## src/rtl/div_ctrl.sv

```systemverilog
// Iterative 32-bit integer divider controller for the EX stage.
// Restoring shift-subtract over 32 cycles with signed fix-up and divide-by-zero bypass.
module div_ctrl (
    input  logic        clk,
    input  logic        reset,
    input  logic        req_valid,
    output logic        req_ready,
    input  logic [1:0]  req_op,
    input  logic [31:0] req_src1,
    input  logic [31:0] req_src2,
    input  logic        flush,
    output logic        res_valid,
    input  logic        res_ready,
    output logic [31:0] result,
    output logic        busy
);

    typedef enum logic [2:0] {
        IDLE  = 3'd0,
        PREP  = 3'd1,
        ITER  = 3'd2,
        FIXUP = 3'd3,
        DONE  = 3'd4
    } state_t;

    state_t state, state_next;

    logic [1:0]  op_q;
    logic [31:0] src1_q;
    logic [31:0] src2_q;
    logic [31:0] divisor_q;
    logic [31:0] quo_q;
    logic [63:0] pr_q;
    logic [5:0]  cnt_q;
    logic        quo_neg_q;
    logic        rem_neg_q;

    logic        op_signed;
    logic        op_rem;
    logic        src1_neg;
    logic        src2_neg;
    logic [31:0] src1_abs;
    logic [31:0] src2_abs;
    logic [32:0] trial_top;
    logic        trial_fits;
    logic [31:0] trial_diff;

    // op[1] selects unsigned, op[0] selects remainder.
    assign op_signed = ~op_q[1];
    assign op_rem    = op_q[0];

    assign src1_neg = op_signed & src1_q[31];
    assign src2_neg = op_signed & src2_q[31];
    assign src1_abs = src1_neg ? (~src1_q + 32'd1) : src1_q;
    assign src2_abs = src2_neg ? (~src2_q + 32'd1) : src2_q;

    // The shifted partial remainder needs 33 bits: pr[63] would otherwise be lost.
    // When the trial fits, the true difference is below 2^32, so the low 32 bits suffice.
    assign trial_top  = pr_q[63:31];
    assign trial_fits = (trial_top >= {1'b0, divisor_q});
    assign trial_diff = trial_top[31:0] - divisor_q;

    always_ff @(posedge clk or posedge reset) begin
        if (reset) begin
            state <= IDLE;
        end else begin
            state <= state_next;
        end
    end

    // NOTE: every signal written here gets a default first, so no path leaves one unassigned and no latch is inferred.
    always_comb begin
        state_next = state;
        req_ready  = (state == IDLE) & ~flush;
        busy       = (state != IDLE);
        res_valid  = (state == DONE);
        result     = '0;

        if (flush) begin
            state_next = IDLE;
        end else begin
            case (state)
                IDLE: begin
                    if (req_valid) begin
                        state_next = PREP;
                    end
                end
                PREP: begin
                    state_next = (src2_q == 32'd0) ? DONE : ITER;
                end
                ITER: begin
                    if (cnt_q == 6'd1) begin
                        state_next = FIXUP;
                    end
                end
                FIXUP: begin
                    state_next = DONE;
                end
                DONE: begin
                    if (res_ready) begin
                        state_next = IDLE;
                    end
                end
                default: begin
                    state_next = IDLE;
                end
            endcase
        end

        if (state == DONE) begin
            result = op_rem ? pr_q[63:32] : quo_q;
        end
    end

    // NOTE: sequential state uses non-blocking assignments so every register samples pre-edge values.
    always_ff @(posedge clk or posedge reset) begin
        if (reset) begin
            op_q      <= '0;
            src1_q    <= '0;
            src2_q    <= '0;
            divisor_q <= '0;
            quo_q     <= '0;
            pr_q      <= '0;
            cnt_q     <= '0;
            quo_neg_q <= 1'b0;
            rem_neg_q <= 1'b0;
        end else begin
            case (state)
                IDLE: begin
                    if (req_valid && req_ready) begin
                        op_q   <= req_op;
                        src1_q <= req_src1;
                        src2_q <= req_src2;
                    end
                end
                PREP: begin
                    quo_neg_q <= src1_neg ^ src2_neg;
                    rem_neg_q <= src1_neg;
                    divisor_q <= src2_abs;
                    cnt_q     <= 6'd32;
                    if (src2_q == 32'd0) begin
                        // Divide-by-zero: all-ones quotient, raw dividend as remainder.
                        quo_q <= '1;
                        pr_q  <= {src1_q, 32'd0};
                    end else begin
                        quo_q <= '0;
                        pr_q  <= {32'd0, src1_abs};
                    end
                end
                ITER: begin
                    cnt_q <= cnt_q - 6'd1;
                    if (trial_fits) begin
                        pr_q  <= {trial_diff, pr_q[30:0], 1'b0};
                        quo_q <= {quo_q[30:0], 1'b1};
                    end else begin
                        pr_q  <= {pr_q[62:0], 1'b0};
                        quo_q <= {quo_q[30:0], 1'b0};
                    end
                end
                FIXUP: begin
                    if (quo_neg_q) begin
                        quo_q <= ~quo_q + 32'd1;
                    end
                    if (rem_neg_q) begin
                        pr_q[63:32] <= ~pr_q[63:32] + 32'd1;
                    end
                end
                default: begin
                end
            endcase
        end
    end

    a_result_zero_idle: assert property (@(posedge clk) disable iff (reset)
        !res_valid |-> (result == 32'd0));

    a_result_stable: assert property (@(posedge clk) disable iff (reset)
        (res_valid && !res_ready && !flush) |=> (res_valid && $stable(result)));

    a_iter_count: assert property (@(posedge clk) disable iff (reset)
        (state == ITER) |-> (cnt_q != 6'd0));

endmodule

```

## config.mk

```make
export PLATFORM = sky130hd
export DESIGN_NAME = div_ctrl
export DESIGN_NICKNAME = d
export VERILOG_FILES = /design/src/rtl/div_ctrl.sv
export SDC_FILE = /design/constraint.sdc
export NUM_CORES = 1
export LEC_CHECK = 0
export ABC_AREA = 0
export CAP_MARGIN = 5
export CORE_MARGIN = 10
export CORE_UTILIZATION = 54
export CTS_CLUSTER_DIAMETER = 30
export DETAILED_ROUTE_END_ITERATION = 8
export PLACE_DENSITY = 0.78
export SYNTH_ARGS = -nofsm -noshare
export SYNTH_HDL_FRONTEND = slang
export SYNTH_SLANG_ARGS = --single-unit
```

## constraint.sdc

```tcl
create_clock -name clk -period 6.8 [get_ports clk]
set_input_delay 1.7 -clock clk [delete_from_list [all_inputs] [get_ports clk]]
set_output_delay 1.7 -clock clk [all_outputs]
set_load 0.005 [all_outputs]
```

==> impl_results.md <==
* Worst hold path type: reg2reg
* Startpoint Class: register
* Post-CTS Setup Repair Bufs at 0
* Avg Vias per Cell at 6.35
* DR iter-0 viols at 1426
* Most frequent CP cell: nor2_1
* Pwr dens at 484 nW/um^2
* Setup TNS Final at 0 ns
* Area of the mapped netlist at 13800 um^2
* Core box area at 25100 um^2
* Slowest stage delay, CP at about 0.73 ns
* Die area at 32300 um^2
* Initial Util at 54.8%
* Antenna diode count at 0
* Leakage at 6.93 nW
* Fin. max-slew vios at 0
* CTS Sinks at 205
* Max-cap violations at 0
* Seq/Total Area, Yosys at 37.3%
* Die height at 180 um
* Dpl hpwl at between 20000 and 30000 um
* Commonest non-fill, non-tap cell in the layout: dfrtp_1
* Num ports at 106
* Final WL at 42900 um
* Dpl ws at roughly 2.0 ns
* Metal2 WL at 19900 um
* Final worst setup slack at 1.89 ns
* Antenna Nets Post-Route at 0
* Global-route wire length before repair at 69400 um
* Core Util, Final at 66.9%
* Setup crit end kind: output pin
* Main synth FF type: dfrtp_1
* Clk slew on worst S/H paths at around 0.050 ns
* Largest net degree at the start of global routing at 120
* Fmax at 0.204 GHz
* CP arrival at roughly 3.2 ns
* Yosys reg bits at 205
* Unique masters post-synth at 74
* Post-route cell area at 16800 um^2
* Fraction of registers with async set/reset at 100%
* Period minus WS final at about 4.9 ns
* Slew @ Worst Pin at between 1 and 1.5 ns
* Mapped Nets at approximately 1700
* Final setup fails at 0
* Via count at 13100
* RD Place Congestion at 0.981
* Share of cells above drive strength 1 at between 10% and 20%
* Gr usage total at roughly a quarter
* Max transition margin at 18.5%
* Status: finished, final reports clean
* Clk buf depth at 3
* Post-synth top area cell: dfrtp_1
* Post-CTS Resized at 0
* CP cell instances: nor2_1 > nand2_1 > nor2_1 > clkdlybuf4s50_1
* Avg WL per Cell at 20.8 um
* Synth top area cells: dfrtp_1, o21ai_0, mux2_2
* Commonest cells after routing, fill and taps aside: dfrtp_1, nor2_1, o21ai_0
* Pre-antenna DRT Iters at 7
* Buf/Inv on CP at 1
* Fin crit share at 72.2%
* Slowest CP cell: nand2_1
* Remaining Overflow, GRT at 0
* CTS Buf Count at 50
* Hold Buf Count CTS at 0
* Dpl cell area at 15000 um^2
* Crit path max-delay family: simple AND/OR/NAND/NOR gates
* Residual DRC count at 0
* Post-synth top area share at 37.3%
* Clk_skew at 0.0196 ns
* EDFF count, synth at 0
* Root buf cell: clkbuf_16
* Syn Inst Count at 1621
* Final hold viol count at 0
* Synthesized area per cell at 8.49 um^2
* Htree depth at 2
* Req. time, crit path at 5.10 ns
* M1 WL at 17600 um
* IO buf count at 105
* CP Max Fanout at 34
* Row Count at 58
* RSZ-0062 raised after global routing: false
* Max layer used: met4
* CTS tree: built
* Die Wd at 180 um
* # nets final at 1797
* Vias in the first global route at 12900
* Yosys warning total at 0
* Skew-Pair Late Insertion Delay at 0.55 ns
* CP Class: reg2out
* Initial antenna violation count at 0
* Area grow syn2layout at 22.1%
* Peak VDD IR at between 0.0003 and 0.0004 V
* Wire length on met3 at 3740 um
[cell usage after synthesis, types with 9 or more instances]
library cell	instances
dfrtp_1	205
nor2_1	174
o21ai_0	171
nand2_1	133
a21oi_1	107
clkbuf_1	92
mux2_2	71
inv_1	61
xnor2_1	56
nor3_1	50
a22oi_1	48
xor2_1	44
mux2i_1	43
ha_1	38
a31oi_1	37
nand3_1	26
nand2b_1	19
nor4_1	19
a211oi_1	18
or3_1	17
o31ai_1	14
and3_1	11
nand4_1	11
o21a_1	11
a21o_1	10
buf_1	10
or4_1	9
[worst paths after layout]
| path | depth (start not counted) | from | slack (ns) | endpoint |
|---|---|---|---|---|
| worst max-delay path | 4 | state[0]$_DFFE_PP0P_ | 1.89 | result[0] |
| worst min-delay path | 2 | divisor_q[10]$_DFFE_PP0P_ | 0.48 | divisor_q[10]$_DFFE_PP0P_ |
| worst max register to register | 10 | pr_q[47]$_DFFE_PP0P_ | 3.11 | pr_q[43]$_DFFE_PP0P_ |
| worst min register to register | 2 | divisor_q[10]$_DFFE_PP0P_ | 0.48 | divisor_q[10]$_DFFE_PP0P_ |
| max in group asynchronous | 3 | reset | 4.06 | src2_q[1]$_DFFE_PP0P_ |
| min in group asynchronous | 2 | reset | 1.51 | quo_q[29]$_DFFE_PP0P_ |
[cell families after synthesis]
group,share of synthesized area (%)
AOI/OAI and AO/OA,21.5
DFF,37.3
xor gates and xnor gates,6.37
muxes,8.94
adders and majority gates,3.60
and+or+nand+nor,17.6
buffers and inverters,4.66
[where the power goes]
part / total [mW] / internal (mW) / switching [mW] / leakage (nW)
logic: 3.33 / 1.39 / 1.94 / 3.51
registers: 2.27 / 1.63 / 0.641 / 2.54
clock network: 2.53 / 1.76 / 0.774 / 0.889
[metal layers]
metal | track usage (%) | up-vias
li1 | - | 6019
met3 | 5.28 | 124
met2 | 41.9 | 648
met5 | 0 | -
met1 | 32.7 | 6284
met4 | 9.73 | 0
[tightest hold or removal path, stage by stage, from the launching register on]
cell     delay (ns)
dfrtp_1        0.33
nand2_1        0.05
o21ai_0        0.06
[state kept, by name, indices dropped and copies added, names as in the netlist]
| name | count |
|---|---|
| cnt_q | 6 |
| divisor_q | 32 |
| op_q | 2 |
| pr_q | 64 |
| quo_neg_q | 1 |
| quo_q | 32 |
| rem_neg_q | 1 |
| src1_q | 32 |
| src2_q | 32 |
| state | 3 |
[stage by stage]
stage | hold WS (ns) | power (mW) | instances
3_3_place_gp | 0.462 | 5.41 | 1965
2_1_floorplan | 0.450 | 4.53 | 1621
3_5_place_dp | 0.472 | 5.49 | 1965
6_report | 0.481 | 8.13 | 2059
5_1_grt | 0.514 | 8.64 | 2059
4_1_cts | 0.483 | 8.08 | 2059
[area by class of cell]
type	count	area, um^2
fillers	2066	8320
multi-input cells	1247	8010
flip-flops and latches	205	5130
clock buffers	58	1340
repair buffers	121	1180
clock inverters	36	468
well taps	330	413
inverters	62	236
Note: power is estimated with default switching activity, not from simulation.
